## config.mk

```make
export PLATFORM = sky130hd
export DESIGN_NAME = sram_prog_loader
export DESIGN_NICKNAME = d
export VERILOG_FILES = /design/src/rtl/sram_prog_loader.sv
export SDC_FILE = /design/constraint.sdc
export NUM_CORES = 1
export LEC_CHECK = 0
export CAP_MARGIN = 0
export CORE_MARGIN = 2
export CORE_UTILIZATION = 64
export CTS_CLUSTER_SIZE = 8
export DETAILED_ROUTE_END_ITERATION = 12
export DONT_BUFFER_PORTS = 1
export PLACE_DENSITY = 0.8
export SYNTH_ARGS = -nofsm -noshare
export SYNTH_HDL_FRONTEND = slang
export SYNTH_SLANG_ARGS = --single-unit
```

## constraint.sdc

```tcl
create_clock -name CLK -period 8 [get_ports CLK]
set_input_delay 1.6 -clock CLK [delete_from_list [all_inputs] [get_ports CLK]]
set_output_delay 1.6 -clock CLK [all_outputs]
set_load 0.01 [all_outputs]
```

## src/rtl/sram_prog_loader.sv

```systemverilog
// Byte-serial SRAM programming sequencer: takes whole synaptic (32-bit) or
// neuron (128-bit) words over valid/ready and replays them as SETUP/WRITE
// byte pairs on the synaptic/neuron core programming ports.
module sram_prog_loader #(
    parameter int unsigned N = 256,
    parameter int unsigned M = 8
) (
    input  logic                CLK,
    input  logic                RST,
    input  logic                LOAD_EN,
    input  logic                IN_VALID,
    output logic                IN_READY,
    input  logic                IN_IS_NEUR,
    input  logic [2*M-4:0]      IN_ADDR,
    input  logic [127:0]        IN_DATA,
    output logic                CTRL_SYNARRAY_CS,
    output logic                CTRL_SYNARRAY_WE,
    output logic [2*M-4:0]      CTRL_SYNARRAY_ADDR,
    output logic                CTRL_NEURMEM_CS,
    output logic                CTRL_NEURMEM_WE,
    output logic [M-1:0]        CTRL_NEURMEM_ADDR,
    output logic [2*M-1:0]      CTRL_PROG_DATA,
    output logic [2*M-1:0]      CTRL_SPI_ADDR,
    output logic                SPI_GATE_ACTIVITY_sync,
    output logic                BUSY,
    output logic [15:0]         WORD_CNT,
    output logic                ERR
);

    typedef enum logic [1:0] {StIdle, StSetup, StWrite} state_e;

    state_e          state_q;
    logic            neur_q;
    logic [3:0]      k_q;
    logic [119:0]    data_q;     // bytes still to be sent after the current one
    logic            busy_q;
    logic [15:0]     cnt_q;
    logic            err_q;
    logic            gate_q;
    logic            syn_cs_q, syn_we_q, neur_cs_q, neur_we_q;
    logic [2*M-4:0]  syn_addr_q;
    logic [M-1:0]    neur_addr_q;
    logic [2*M-1:0]  prog_q, spi_q;

    logic out_of_range;
    logic last_byte;

    // Neuron rows beyond N cannot exist; such words are swallowed and flagged.
    assign out_of_range = IN_IS_NEUR && (32'(IN_ADDR) >= N);
    assign last_byte    = neur_q ? (k_q == 4'd15) : (k_q == 4'd3);

    // Byte index placement: synaptic index in [14:13], neuron index in [11:8].
    function automatic logic [2*M-1:0] spi_sel(input logic neur, input logic [3:0] k);
        logic [2*M-1:0] s;
        s = '0;
        if (neur) s[11:8] = k;
        else      s[14:13] = k[1:0];
        return s;
    endfunction

    // Sequencer FSM with all core-facing outputs registered alongside the state.
    always_ff @(posedge CLK or posedge RST) begin
        if (RST) begin
            state_q     <= StIdle;
            neur_q      <= 1'b0;
            k_q         <= 4'd0;
            data_q      <= '0;
            busy_q      <= 1'b0;
            cnt_q       <= 16'd0;
            err_q       <= 1'b0;
            syn_cs_q    <= 1'b0;
            syn_we_q    <= 1'b0;
            syn_addr_q  <= '0;
            neur_cs_q   <= 1'b0;
            neur_we_q   <= 1'b0;
            neur_addr_q <= '0;
            prog_q      <= '0;
            spi_q       <= '0;
        end else begin
            case (state_q)
                StIdle: begin
                    if (IN_VALID) begin
                        if (out_of_range) begin
                            err_q <= 1'b1;
                        end else begin
                            state_q     <= StSetup;
                            busy_q      <= 1'b1;
                            neur_q      <= IN_IS_NEUR;
                            k_q         <= 4'd0;
                            data_q      <= IN_DATA[127:8];
                            syn_cs_q    <= !IN_IS_NEUR;
                            syn_addr_q  <= IN_IS_NEUR ? '0 : IN_ADDR;
                            neur_cs_q   <= IN_IS_NEUR;
                            neur_addr_q <= IN_IS_NEUR ? IN_ADDR[M-1:0] : '0;
                            prog_q      <= {{(2*M-8){1'b0}}, IN_DATA[7:0]};
                            spi_q       <= spi_sel(IN_IS_NEUR, 4'd0);
                        end
                    end
                end
                StSetup: begin
                    state_q   <= StWrite;
                    syn_we_q  <= !neur_q;
                    neur_we_q <= neur_q;
                end
                StWrite: begin
                    syn_we_q  <= 1'b0;
                    neur_we_q <= 1'b0;
                    if (last_byte) begin
                        state_q     <= StIdle;
                        busy_q      <= 1'b0;
                        cnt_q       <= cnt_q + 16'd1;
                        syn_cs_q    <= 1'b0;
                        syn_addr_q  <= '0;
                        neur_cs_q   <= 1'b0;
                        neur_addr_q <= '0;
                        prog_q      <= '0;
                        spi_q       <= '0;
                    end else begin
                        state_q <= StSetup;
                        k_q     <= k_q + 4'd1;
                        data_q  <= {8'b0, data_q[119:8]};
                        prog_q  <= {{(2*M-8){1'b0}}, data_q[7:0]};
                        spi_q   <= spi_sel(neur_q, k_q + 4'd1);
                    end
                end
                default: state_q <= StIdle;
            endcase
        end
    end

    // Activity gate follows the previous cycle's session/busy status.
    always_ff @(posedge CLK or posedge RST) begin
        if (RST) gate_q <= 1'b0;
        else     gate_q <= LOAD_EN | busy_q;
    end

    // Held low while reset is asserted so every output reads 0 in reset.
    assign IN_READY               = !RST && (state_q == StIdle);
    assign BUSY                   = busy_q;
    assign WORD_CNT               = cnt_q;
    assign ERR                    = err_q;
    assign SPI_GATE_ACTIVITY_sync = gate_q;
    assign CTRL_SYNARRAY_CS       = syn_cs_q;
    assign CTRL_SYNARRAY_WE       = syn_we_q;
    assign CTRL_SYNARRAY_ADDR     = syn_addr_q;
    assign CTRL_NEURMEM_CS        = neur_cs_q;
    assign CTRL_NEURMEM_WE        = neur_we_q;
    assign CTRL_NEURMEM_ADDR      = neur_addr_q;
    assign CTRL_PROG_DATA         = prog_q;
    assign CTRL_SPI_ADDR          = spi_q;

endmodule
```

==> run summary, run 1 <==
outcome -> completed
first drt pass iteration count -> 4
Die Area -> 14600 sq um
Worst-Skew Late Latency -> 420 ps
Seq pwr share -> 0.457
Post-Syn Instances -> 630
DRT met1 WL -> 6920 um
Cell Area, Synth -> 8750 sq um
GPL Wtd Cong -> 0.795
Crit path required time -> 8310 ps
area taken by multi-input logic gates -> 3850 sq um
Post-CTS Setup Bufs -> 0
Critical Path End Type -> flop
grt total ovfl -> 0
Max Freq -> 243 MHz
Hold Crit Class -> reg -> reg
CTS tree -> done
Synth cell types -> 45
CP max stage delay -> 760 ps
final setup TNS -> 0 ps
via count -> 4948
Synth warnings -> 0
commonest non-fill, non-tap cell in the layout -> mux2_2
Design Area, Final -> 9380 sq um
starting DRC count in detailed routing -> 404
leading area contributor after synthesis -> dfrtp_1
NetSw -> 1.03 mW
CP arrival -> 4420 ps
maxcap violations -> 0
vias in the first global route -> 5164
pwr/cell area -> 371 nW/um^2
Seq/Total Area, Yosys -> 0.529
Layout Skew -> 8.41 ps
crit path cell chain -> or3_1 > or3_1 > a21oi_4 > buf_4 > buf_4 > mux2_2
initial antenna violation count -> 5
Final Hold Fails -> 0
top routing layer in use -> met5
layout cells sized above 1 -> 0.380
clk buf depth -> 2
Post-synth EDFFs -> 0
final critical-path share of the clock period -> 0.514
initial core utilization -> 0.658
area fraction of the dominant cell type after synthesis -> 0.529
CP top delay family -> buffers and inverters
Top FF cell, synth -> dfrtp_1
Clock Tree Root -> clkbuf_16
Critical Path Fanout Max -> 68
Placed Area -> 8780 sq um
slowest CP cell -> buf_4
io pins -> 223
NumNets Final -> 771
first-pass GRT wire length -> 27200 um
number of buffers added on ports -> 0
H-Tree Level Count -> 4
wire per inst -> 21.3 um
FILL cells -> 931
Async SR Flop Fraction -> 1.00
Worst slew margin -> 0.295
cts bufs inserted -> 17
core area -> 13300 sq um
commonest cells after routing, fill and taps aside -> mux2_2, dfrtp_1, mux2_1
Die Span X -> 121 um
std cell rows -> 42
Switching Fraction -> 0.296
Final min period -> 4110 ps
WS Path Type -> in -> reg
clock slew at reported path FFs -> 60 ps
drt drc -> 0
pin count of the biggest net entering global routing -> 107
WL met3 -> 1430 um
Clk pwr share -> 0.242
Int Pwr -> 2.45 mW
most area-consuming cells after synthesis -> dfrtp_1, mux2_2, mux2_1
max-slew violation count -> 0
syn avg cell area -> 13.9 sq um
CP startpoint kind -> input pin
# setup viols final -> 0
Met2 Wirelength -> 8450 um
Yosys reg bits -> 185
synth-to-layout area growth -> 7.24%
DP HPWL -> 12000 um
Reg area -> 4630 sq um
clock sink count -> 185
via/cell ratio -> 6.13
Comb power frac -> 0.301
Chip Height -> 121 um
post_cts resized -> 0
GR Util All Layers -> 0.241
hold buffer count at cts -> 0
Leakage -> 4.01 nW
RSZ-0062 raised after global routing -> false
final WL -> 17200 um
worst path bufs/invs -> 2
maximum VDD drop -> 0.197 mV
worst-margin pin slew -> 1050 ps
total power -> 3.48 mW
Routed Antenna Nets -> 0
-- synth_stat cells (2+ instances only) --
cell type  instances
a21o_1             5
a21oi_1            2
a21oi_4            2
a221o_1            8
a22o_1            30
a31o_2             2
a32o_1             4
and2_1             8
and4_1             4
buf_2             10
buf_4             18
buf_6              5
clkbuf_1          20
dfrtp_1          185
ha_1               6
inv_1             10
mux2_1            37
mux2_2           194
nand2_1            9
nand3_1            6
nand4_1            5
nor2_1            10
nor2b_1            3
nor3_1             6
o21ai_0            3
or2_2              2
or3_1              3
xnor2_1            9
xor2_1             8
-- kinds of logic after synthesis --
family / synth area share
adders and majority gates: 0.00858
muxes: 0.297
and+or+nand+nor: 0.0408
DFF: 0.529
AOI/OAI and AO/OA: 0.0662
buffers and inverters: 0.0405
other: 0.000429
xor gates and xnor gates: 0.0170
-- per-layer routing --
layer  track usage  vias to the layer above
met5             0                        -
met3        0.0935                       32
met1         0.292                     2496
met2         0.390                      177
met4        0.0908                        4
li1              -                     2239
-- state kept, by name, indices dropped and copies added (netlist names) --
register,flops
CTRL_PROG_DATA,8
CTRL_SYNARRAY_WE,1
CTRL_SPI_ADDR,6
CTRL_SYNARRAY_ADDR,13
CTRL_SYNARRAY_CS,1
SPI_GATE_ACTIVITY_sync,1
state_q,2
BUSY,1
data_q,120
k_q,4
CTRL_NEURMEM_CS,1
ERR,1
CTRL_NEURMEM_ADDR,8
WORD_CNT,16
CTRL_NEURMEM_WE,1
neur_q,1
-- through the flow --
| step | utilization | hold slack (ps) | setup WS, ps | cells |
|---|---|---|---|---|
| finish | 0.706 | 481 | 3890 | 807 |
| global route | 0.705 | 501 | 3770 | 806 |
| CTS | 0.705 | 488 | 3950 | 805 |
| detailed placement | 0.661 | 471 | 3500 | 776 |
| global placement | 0.661 | 463 | 3560 | 776 |
| floorplan | - | 442 | 1370 | 647 |
-- worst reg2reg max path: cells and delay by family (launching register included) --
| family | cells | cell delay (ps) |
|---|---|---|
| and+or+nand+nor | 1 | 190 |
| muxes | 1 | 490 |
| DFF | 1 | 420 |
| buffers and inverters | 3 | 1440 |
| AOI/OAI and AO/OA | 2 | 360 |
| adders and majority gates | 1 | 660 |
-- final cells by class --
cell class / instances / area share
Timing Repair Buffer: 6 / 0.00480
Clock buffer: 21 / 0.0501
Antenna cell: 2 / 0.000533
Clock inverter: 8 / 0.0129
Inverter: 10 / 0.00453
Tap cell: 176 / 0.0235
Sequential cell: 185 / 0.493
Multi-Input combinational cell: 399 / 0.410
-- power groups by stage --
stage          logic, mW  clock network [mW]  registers, mW
2_1_floorplan      0.934                   0           1.51
3_3_place_gp       0.997                   0           1.58
3_5_place_dp        1.05                   0           1.60
4_1_cts             1.06               0.857           1.59
5_1_grt             1.14               0.897           1.64
6_report            1.05               0.842           1.59
-- final timing paths --
check	start	to	slack, ps	depth (start not counted)
min	data_q[7]	CTRL_PROG_DATA[7]	480	1
min in group asynchronous	RST	ERR	1240	1
min reg2reg	data_q[7]	CTRL_PROG_DATA[7]	480	1
max	IN_ADDR[10]	data_q[74]	3890	6
max in group asynchronous	RST	data_q[32]	5230	2
max reg2reg	state_q[0]	data_q[74]	4330	8
Power figures use the tool's default switching activity.
==> run 2: changes to the inputs <==
==> constraint.sdc (replaced) <==
create_clock -name CLK -period 4.26 [get_ports CLK]
set_input_delay 0.852 -clock CLK [delete_from_list [all_inputs] [get_ports CLK]]
set_output_delay 0.852 -clock CLK [all_outputs]
set_load 0.01 [all_outputs]
==> run 2 against run 1 <==
Effect of this change:
- cell count up 0.25%
- utilization up 0.26 points
- worst setup slack worse by 2500 ps
- critical path depth down 1
- wire length down 2.0%
- sequential share of layout area down 0.18 points
- critical path type is now reg -> reg
- critical endpoint is now data_q[101]
==> run summary, run 2 (synthesized netlist as in run 1, its figures left out) <==
outcome -> completed
pin count of the biggest net entering global routing -> 85
Worst Hold Endpoint -> data_q[99]
CP arrival -> 3150 ps
Crit path required time -> 4550 ps
via count -> 4838
Worst R2R Path Depth -> 5
vias in the first global route -> 5101
Most flops, register -> data_q
Final Hold Fails -> 0
Placed Area -> 8820 sq um
via/cell ratio -> 5.98
max-slew violation count -> 0
NumNets Final -> 772
Worst-Skew Late Latency -> 420 ps
first-pass GRT wire length -> 26800 um
core area -> 13300 sq um
Critical Path End Type -> flop
clock slew at reported path FFs -> 60 ps
Post-CTS Setup Bufs -> 0
hold path cells -> 1
Leakage -> 4.02 nW
Routed Antenna Nets -> 0
initial core utilization -> 0.658
Hold Crit Class -> reg -> reg
max FFs per register -> 120
commonest cells after routing, fill and taps aside -> mux2_2, dfrtp_1, mux2_1
Clock Tree Root -> clkbuf_16
synth-to-layout area growth -> 7.64%
wire per inst -> 20.8 um
post_cts resized -> 0
layout cells sized above 1 -> 0.377
FF-to-FF setup slack -> 1400 ps
clk buf depth -> 2
first drt pass iteration count -> 4
CTS tree -> done
clock sink count -> 185
GR Util All Layers -> 0.237
Chip Height -> 121 um
Worst slew margin -> 0.250
worst-margin pin slew -> 1120 ps
Max Freq -> 350 MHz
starting DRC count in detailed routing -> 320
Final min period -> 2860 ps
maximum VDD drop -> 0.459 mV
final setup TNS -> 0 ps
DP HPWL -> 11700 um
worst hold path startpoint -> data_q[99]
# setup viols final -> 0
hold buffer count at cts -> 0
drt drc -> 0
io pins -> 223
Die Span X -> 121 um
commonest non-fill, non-tap cell in the layout -> mux2_2
GPL Wtd Cong -> 0.802
Die Area -> 14600 sq um
pwr/cell area -> 694 nW/um^2
std cell rows -> 42
RSZ-0062 raised after global routing -> false
Critical Path Fanout Max -> 71
initial antenna violation count -> 2
cts bufs inserted -> 17
final WL -> 16900 um
maxcap violations -> 0
WS Path Type -> reg -> reg
number of buffers added on ports -> 0
grt total ovfl -> 0
CP startpoint kind -> flop
r2r endpoint -> data_q[101]
H-Tree Level Count -> 4
Reg-to-Reg Start -> state_q[0]
final critical-path share of the clock period -> 0.671
Design Area, Final -> 9420 sq um
Layout Skew -> 9.78 ps
run 2: cell types whose count changed in the layout (fill, tap and decap cells not counted), sizes merged:
cell,delta
diode,-1
inv,-1
buf,+1
clkbuf,+3
run 2: worst max-delay path by stage:
stage | start | to | cells after the start
5_1_grt | state_q[0] | data_q[93] | 5
4_1_cts | state_q[0] | CTRL_PROG_DATA[3] | 6
3_3_place_gp | IN_ADDR[10] | data_q[28] | 5
3_5_place_dp | state_q[0] | CTRL_PROG_DATA[4] | 6
2_1_floorplan | RST | BUSY | 1
6_report | state_q[0] | data_q[101] | 5
run 2: layout make-up:
type	instances	area (sq um)
repair buffers	7	77.6
clock inverters	7	118
multi-input cells	399	3860
clock buffers	24	472
well taps	176	220
diodes	1	2.50
flip-flops and latches	185	4630
inverters	10	41.3
fillers	907	3880
run 2: metal layers:
| metal | global-route usage | up-vias | wire length, um |
|---|---|---|---|
| met1 | 0.297 | 2420 | 6760 |
| met2 | 0.381 | 163 | 8560 |
| met4 | 0.0647 | 2 | 110 |
| met5 | 0 | - | 13 |
| met3 | 0.101 | 10 | 1430 |
| li1 | - | 2243 | - |
run 2: power breakdown:
| part | switching, mW | leakage, nW | internal [mW] |
|---|---|---|---|
| clock | 0.626 | 0.288 | 0.952 |
| combinational | 0.814 | 1.46 | 1.16 |
| sequential | 0.484 | 2.27 | 2.50 |
| total | 1.92 | 4.02 | 4.61 |
run 2: worst max-delay path, cell delays in order, from the launching register on:
cell,delay [ps]
dfrtp_1,420
inv_1,140
ha_4,580
buf_4,810
mux2_2,410
mux2_1,300
run 2: per-stage QoR:
stage | cells | hold slack [ps] | worst slack [ps] | utilization | power, mW
CTS | 808 | 488 | 1250 | 0.707 | 6.58
detailed placement | 777 | 471 | 1260 | 0.663 | 4.97
global route | 808 | 497 | 1240 | 0.708 | 6.91
finish | 809 | 482 | 1400 | 0.708 | 6.53
global placement | 777 | 465 | 1370 | 0.663 | 4.85
floorplan | 647 | 442 | 1030 | - | 4.58
